File: config.mk
export PLATFORM = sky130hd
export DESIGN_NAME = acc_ctrl
export DESIGN_NICKNAME = d
export VERILOG_FILES = /design/src/rtl/acc_ctrl_pkg.sv /design/src/rtl/acc_ctrl.sv
export SDC_FILE = /design/constraint.sdc
export NUM_CORES = 1
export LEC_CHECK = 0
export ABC_AREA = 1
export BUFFER_PORTS_ARGS = -buffer_cell sky130_fd_sc_hd__buf_2
export CORE_MARGIN = 5
export CORE_UTILIZATION = 47
export DETAILED_ROUTE_END_ITERATION = 10
export PLACE_DENSITY = 0.82
export SYNTH_ARGS = -nofsm -noshare
export SYNTH_HDL_FRONTEND = slang
export SYNTH_SLANG_ARGS = --single-unit
File: constraint.sdc
create_clock -name clk -period 3.6 [get_ports clk]
set_input_delay 0.18 -clock clk [delete_from_list [all_inputs] [get_ports clk]]
set_output_delay 0.18 -clock clk [all_outputs]
set_load 0.005 [all_outputs]
File: src/rtl/acc_ctrl_pkg.sv
// acc_ctrl shared constants: command op codes,
// sequencer state encoding, shift-control bits.
package acc_ctrl_pkg;

  localparam logic [2:0] OP_NOP  = 3'd0;
  localparam logic [2:0] OP_CLR  = 3'd1;
  localparam logic [2:0] OP_LOAD = 3'd2;
  localparam logic [2:0] OP_ALU  = 3'd3;
  localparam logic [2:0] OP_INC  = 3'd4;
  localparam logic [2:0] OP_DEC  = 3'd5;
  localparam logic [2:0] OP_SHR  = 3'd6;
  localparam logic [2:0] OP_SHL  = 3'd7;

  localparam logic [1:0] S_IDLE  = 2'd0;
  localparam logic [1:0] S_SETUP = 2'd1;
  localparam logic [1:0] S_EXEC  = 2'd2;

  localparam int SC_ROT = 1;
  localparam int SC_SER = 0;

endpackage

File: src/rtl/acc_ctrl.sv
// acc_ctrl: command sequencer for a W-bit register + ALU.
// Ports: clk, rst_n (sync, low); cmd_valid/ready/op/oc/data/cnt;
// reg_out, alu_f in; alu_oc, alu_b, cl, ld, inc, dec, sr, sl,
// ir, il, reg_in, busy, done out.
module acc_ctrl
  import acc_ctrl_pkg::*;
#(
  parameter int W     = 4,
  parameter int CNT_W = 2
) (
  input  logic             clk,
  input  logic             rst_n,
  input  logic             cmd_valid,
  output logic             cmd_ready,
  input  logic [2:0]       cmd_op,
  input  logic [2:0]       cmd_oc,
  input  logic [W-1:0]     cmd_data,
  input  logic [CNT_W-1:0] cmd_cnt,
  input  logic [W-1:0]     reg_out,
  input  logic [W-1:0]     alu_f,
  output logic [2:0]       alu_oc,
  output logic [W-1:0]     alu_b,
  output logic             cl,
  output logic             ld,
  output logic             inc,
  output logic             dec,
  output logic             sr,
  output logic             sl,
  output logic             ir,
  output logic             il,
  output logic [W-1:0]     reg_in,
  output logic             busy,
  output logic             done
);

  logic [1:0]       state;
  logic [2:0]       op_q;
  logic [2:0]       oc_q;
  logic [W-1:0]     data_q;
  logic [CNT_W-1:0] cnt_q;
  logic             done_q;
  logic             is_rep;
  logic             last;

  // INC/DEC/SHR/SHL occupy the upper half of the op space
  assign is_rep = op_q[2];
  assign last   = !is_rep || (cnt_q == '0);

  assign cmd_ready = rst_n && (state == S_IDLE);
  assign busy      = (state != S_IDLE);
  assign done      = done_q;

  always_ff @(posedge clk) begin
    if (!rst_n) begin
      state  <= S_IDLE;
      op_q   <= OP_NOP;
      oc_q   <= '0;
      data_q <= '0;
      cnt_q  <= '0;
      done_q <= 1'b0;
    end else begin
      done_q <= 1'b0;
      unique case (1'b1)
        (state == S_IDLE): begin
          if (cmd_valid) begin
            op_q   <= cmd_op;
            oc_q   <= cmd_oc;
            data_q <= cmd_data;
            cnt_q  <= cmd_cnt;
            state  <= (cmd_op == OP_ALU) ? S_SETUP : S_EXEC;
          end
        end
        (state == S_SETUP): begin
          state <= S_EXEC;
        end
        (state == S_EXEC): begin
          if (last) begin
            state  <= S_IDLE;
            cnt_q  <= '0;
            done_q <= 1'b1;
          end else begin
            cnt_q <= cnt_q - CNT_W'(1);
          end
        end
        default: state <= S_IDLE;
      endcase
    end
  end

  always_comb begin
    alu_oc = '0;
    alu_b  = '0;
    reg_in = '0;
    cl     = 1'b0;
    ld     = 1'b0;
    inc    = 1'b0;
    dec    = 1'b0;
    sr     = 1'b0;
    sl     = 1'b0;
    ir     = 1'b0;
    il     = 1'b0;
    unique case (1'b1)
      (state == S_SETUP): begin
        alu_oc = oc_q;
        alu_b  = data_q;
      end
      (state == S_EXEC): begin
        unique case (op_q)
          OP_NOP: ;
          OP_CLR: cl = 1'b1;
          OP_LOAD: begin
            ld     = 1'b1;
            reg_in = data_q;
          end
          OP_ALU: begin
            ld     = 1'b1;
            reg_in = alu_f;
            alu_oc = oc_q;
            alu_b  = data_q;
          end
          OP_INC: inc = 1'b1;
          OP_DEC: dec = 1'b1;
          OP_SHR: begin
            sr = 1'b1;
            ir = data_q[SC_ROT] ? reg_out[0]
                                : data_q[SC_SER];
          end
          OP_SHL: begin
            sl = 1'b1;
            il = data_q[SC_ROT] ? reg_out[W-1]
                                : data_q[SC_SER];
          end
          default: ;
        endcase
      end
      default: ;
    endcase
  end

endmodule
==> results.yml, run 1 <==
power_and_ir_drop:
  switchingPower_w: 0.0001383
  powerDensity_nw_per_um2: 358.3
  max-vdd-ir-drop_mv: 0.1973
  combPwrFrac_pct: 26.3
  swShare_pct: 34.12
  power_leakage_nw: 0.5935
  clock_power_share_pct: 24.8
  p_seq_share_pct: 48.9
  power.internal_w: 0.0002670
finish:
  drive_gt1_share_pct: 28.49
  final_area_um2: 1131
  layout_common_cells: "buf_2, nor2_1, nand2_1"
  final_common_cell: "buf_2"
  syn_to_final_growth_pct: 28.77
  fin_nets: 214
  n_antenna_cell: 0
  final_util_pct: 64.80
clocking:
  cts_resized: 0
  cts_buffers: 3
  clock_sinks: 15
  cts_setup_buffers: 0
  cts_tree: "done"
  ctsHoldBuffers: 0
  root_buffer: "clkbuf_4"
  clk_pin_slew_ps: 90
  htreeDepth: 1
  clk_latency_ps: 290
  clockBufferDepth: 2
worst_setup_path:
  start_kind: "register"
  cp-endpoint: "alu_b[3]"
  cp-startpoint: "state[0]"
  required_ps: 3420
  endpoint_kind: "output pin"
  timing.rr.end: "state[0]"
  rr_worst_depth: 6
  crit_fanout: 10
  ff2ff_setup_slack_ps: 2110
  crit_type: "reg2out"
  r2r_start: "state[0]"
  critPathArrivalTime_ps: 1700
timing:
  hold_viol: 0
  worst_hold_slack_ps: 132.6
  slew_violations: 0
  fin_tns_setup_ps: 0
  max_freq_ghz: 0.5311
  worstMarginPinSlew_ps: 279.8
  period_minus_slack_ps: 1883
  fin_crit_sh_pct: 52.30
  grt_setup_unrepaired: "false"
  slew_headroom_pct: 81.28
  setup_viol_count_final: 0
  skew_ps: 1.830
routing:
  wl_per_cell_um: 11.36
  wirelength_mm: 2.396
  first_iter_violations: 11
  antenna_left: 0
  vias_per_cell: 4.815
  firstDrtPassIters: 4
  vias: 1016
  drc: 0
global_route:
  grt_max_degree: 16
  grt_use_met2_pct: 33.27
  grt.total_usage_pct: 18.50
  overflow: 0
  globalRouteMet1Util_pct: 21.16
  grt_use_met3_pct: 2.535
  grt_antenna_before_repair: 0
  grt_pass1_vias: 943
  grt_pass1_wl_mm: 3.898
  gr-max-usage-layer: "met2"
floorplanning:
  die_w_um: 53.23
  row_count: 15
  die_h_um: 53.23
  io_pins: 45
  core_um2: 1745
  start_util_pct: 50.32
  fp.dieArea_um2: 2833
placement:
  hpwl_mm: 1.832
  port-buffer-count: 42
  dpl_cell_area_um2: 1105
  gp_congestion: 0.8323
synth:
  synth_seq_cells: 15
  netlist_area_um2: 878.3
  synth_cell_types: 19
  syn-num-nets: 169
  syn_inst: 142
  yosys_warnings: 0
  yosysSeqAreaShare_pct: 34.19
  avgSynthCellArea_um2: 6.186
hold_path:
  whs_path_depth: 3
  min_path_type: "in2reg"
job:
  maxCapViolCount: 0
status:
  status: "complete, no violations"
cells by family after synthesis:
family	after synthesis	share of synthesized area, %
and+or+nand+nor	80	36.61
AOI/OAI and AO/OA	24	14.39
buffers and inverters	19	9.116
DFF	15	34.19
adders and majority gates	4	5.698
worst min-delay path by stage:
| stage | startpoint | to |
|---|---|---|
| floorplan | rst_n | state[0] |
| global placement | cmd_oc[1] | oc_q[1] |
| detailed placement | cmd_oc[1] | oc_q[1] |
| CTS | cmd_oc[1] | oc_q[1] |
| global route | cmd_oc[1] | oc_q[1] |
| finish | cmd_oc[1] | oc_q[1] |
worst max-delay path, stage by stage (launching register included):
cell	delay (ps)
dfxtp_1	350
inv_1	90
ha_1	250
inv_2	140
nor2_2	140
nand2_1	60
nand2_1	70
inv_2	60
nor2_1	120
buf_2	130
layer usage:
| metal | vias to the layer above | wire [µm] |
|---|---|---|
| li1 | 531 | - |
| met1 | 446 | 983 |
| met4 | 0 | 44 |
| met5 | - | 0 |
| met3 | 5 | 148 |
| met2 | 34 | 1220 |
cell type report:
cell class	instances	area [µm²]
inverters	17	65.06
fillers	180	614.3
clock buffers	4	26.28
repair buffers	42	210.2
flip-flops and latches	15	300.3
multi-input cells	108	498.0
well taps	25	31.28
Yosys cell counts, drive strengths merged:
cell type   n  area (µm²)
nor2       39       148.9
nand2      35       136.4
inv        16       60.06
dfxtp      15       300.3
o21ai      14       73.82
a21oi       9       45.04
ha          4       50.05
nand3       3       15.01
nor3        2       15.01
a211oi      1       7.510
buf         1       11.26
clkbuf      1       3.750
clkinv      1       5.000
or2         1       6.260
power groups by stage:
stage | registers (W) | clock network [W] | logic (W)
after floorplan | 0.000198 | 0 | 0.0000752
after global placement | 0.000200 | 0 | 0.000103
after detailed placement | 0.000202 | 0 | 0.000105
after CTS | 0.000198 | 0.000101 | 0.000107
after global routing | 0.000200 | 0.000110 | 0.000123
final | 0.000198 | 0.000100 | 0.000107
sequential cells by signal, indices dropped and copies added (netlist names):
name and count:
op_q 3, cnt_q 2, state 2, data_q 4, oc_q 3, done 1
metrics by stage:
| stage | worst slack [ps] | power, W | cells |
|---|---|---|---|
| floorplan | 2340 | 0.0002735 | 142 |
| global placement | 2145 | 0.0003031 | 207 |
| detailed placement | 2084 | 0.0003067 | 207 |
| CTS | 1750 | 0.0004051 | 211 |
| global route | 1618 | 0.0004333 | 211 |
| finish | 1717 | 0.0004052 | 211 |
No activity file was read; power rests on OpenSTA's default activity.
==> run 2: changes to the inputs <==
- CORE_ASPECT_RATIO: not set -> 0.6
- CORE_UTILIZATION: 47 -> 40
- PLACE_DENSITY: 0.82 -> 0.75
- clock period: 3.6 -> 1.6 ns (I/O delays scaled with it)
==> run 2 against run 1 <==
Critical path depth down 4. Critical path type unchanged. Sequential share of layout area down 1.3 points. Highest routed layer unchanged. First-iteration DRC count up 130%. Worst hold slack worse by 54 ps.
==> results.yml, run 2 (synthesis gave the netlist of run 1 again) <==
status:
  status: "complete, no violations"
placement:
  gp_congestion: 0.8536
  place_inst: 212
  dpl_cell_area_um2: 1111
  port-buffer-count: 42
  hpwl_mm: 1.915
floorplanning:
  fp.dieArea_um2: 3264
  die_h_um: 46.30
  io_pins: 45
  die_w_um: 70.50
  start_util_pct: 41.22
  row_count: 13
  core_um2: 2131
timing:
  period_minus_slack_ps: 1528
  slew_violations: 0
  fin_tns_setup_ps: 0
  max_freq_ghz: 0.6546
  skew_ps: 2.712
  slew_headroom_pct: 82.07
  fin_crit_sh_pct: 95.49
  grt_setup_unrepaired: "true"
  worstMarginPinSlew_ps: 268.0
  setup_viol_count_final: 0
  hold_viol: 0
power_and_ir_drop:
  max-vdd-ir-drop_mv: 0.3871
  powerDensity_nw_per_um2: 848.3
  total_power_w: 0.001014
  power_leakage_nw: 0.6084
finish:
  reg.largest.list: "data_q: 4 flops, oc_q: 3 flops, op_q: 3 flops"
  largest_reg_flops: 4
  register_area_um2: 301.5
  regMostFlops: "data_q"
  final_area_um2: 1195
  layout_common_cells: "buf_2, nor2_1, nand2_1"
  syn_to_final_growth_pct: 36.04
  final_cells: 217
  final_common_cell: "buf_2"
  fin_nets: 215
  n_antenna_cell: 0
  n_fill_cell: 212
  drive_gt1_share_pct: 32.09
  multi_input_area_um2: 523.0
global_route:
  grt_max_degree: 16
  grt_pass1_vias: 914
  grt.total_usage_pct: 14.87
  overflow: 0
  grt_antenna_before_repair: 0
  grt_pass1_wl_mm: 3.760
routing:
  first_iter_violations: 25
  vias_per_cell: 4.696
  drc: 0
  wl_per_cell_um: 10.90
  vias: 1019
  antenna_left: 0
  firstDrtPassIters: 4
  wirelength_mm: 2.366
clocking:
  root_buffer: "clkbuf_8"
  cts_buffers: 3
  clockBufferDepth: 2
  ctsHoldBuffers: 0
  clk_latency_ps: 250
  cts_tree: "done"
  clock_sinks: 15
  clk_pin_slew_ps: 60
  htreeDepth: 1
worst_setup_path:
  critPathArrivalTime_ps: 1450
  endpoint_kind: "output pin"
  required_ps: 1520
  crit_fanout: 7
  crit_type: "reg2out"
  max_stage_delay_ps: 410
  start_kind: "register"
  crit_chain: "inv_1 -> ha_2 -> nand2_1 -> nor2_1 -> buf_2"
  cp_slowest_cell: "ha_2"
hold_path:
  min_path_type: "in2reg"
job:
  maxCapViolCount: 0
run 2: layer usage:
metal  share of wire (%)  vias to the layer above  global-route usage, %
met5                   0                        -                      0
met2                  45                       38                  25.84
met1                  43                      445                  16.24
met3                  12                        3                  7.625
li1                    -                      533                      -
met4                0.51                        0                  4.580
run 2: cell type report:
| type | instances | area share (%) |
|---|---|---|
| Clock buffer | 4 | 3.770 |
| Multi-Input combinational cell | 108 | 43.77 |
| Sequential cell | 15 | 25.24 |
| Timing Repair Buffer | 43 | 18.22 |
| Inverter | 17 | 5.864 |
| Tap cell | 30 | 3.141 |
run 2: per-stage QoR:
stage / setup WS, ps / hold WS [ps] / util, %
global placement: 212.4 / 330.4 / 52.14
global route: -7.902 / 85.65 / 56.08
finish: 72.24 / 78.46 / 56.08
floorplan: 440.5 / 212.2 / -
detailed placement: 148.7 / 335.9 / 52.14
CTS: 22.12 / 77.69 / 54.96
run 2: critical path, delay by kind of cell, from the launching register on:
family | cells | cell delay, ps
adder cells (fa/ha/maj) | 1 | 410
flip-flops | 1 | 380
buffers and inverters | 2 | 230
AND/OR/NAND/NOR | 2 | 190
run 2: final timing paths:
check / startpoint / endpoint / slack (ps) / depth (start not counted)
worst max-delay path: state[1] / alu_b[2] / 70 / 5
worst min-delay path: cmd_data[2] / data_q[2] / 80 / 3
worst max register to register: state[1] / state[0] / 160 / 6
worst min register to register: oc_q[1] / oc_q[1] / 490 / 2
run 2: where the power goes:
part | switching [W] | total (W) | internal [W]
clock | 0.000129 | 0.000306 | 0.000176
combinational | 0.000156 | 0.000258 | 0.000102
sequential | 0.0000358 | 0.000450 | 0.000414
total | 0.000321 | 0.00101 | 0.000693
run 2: timing repair:
action,CTS,global route
buffers inserted,0,1
setup endpoints to repair,8,10
gates resized for setup,3,7
pin swaps,0,2
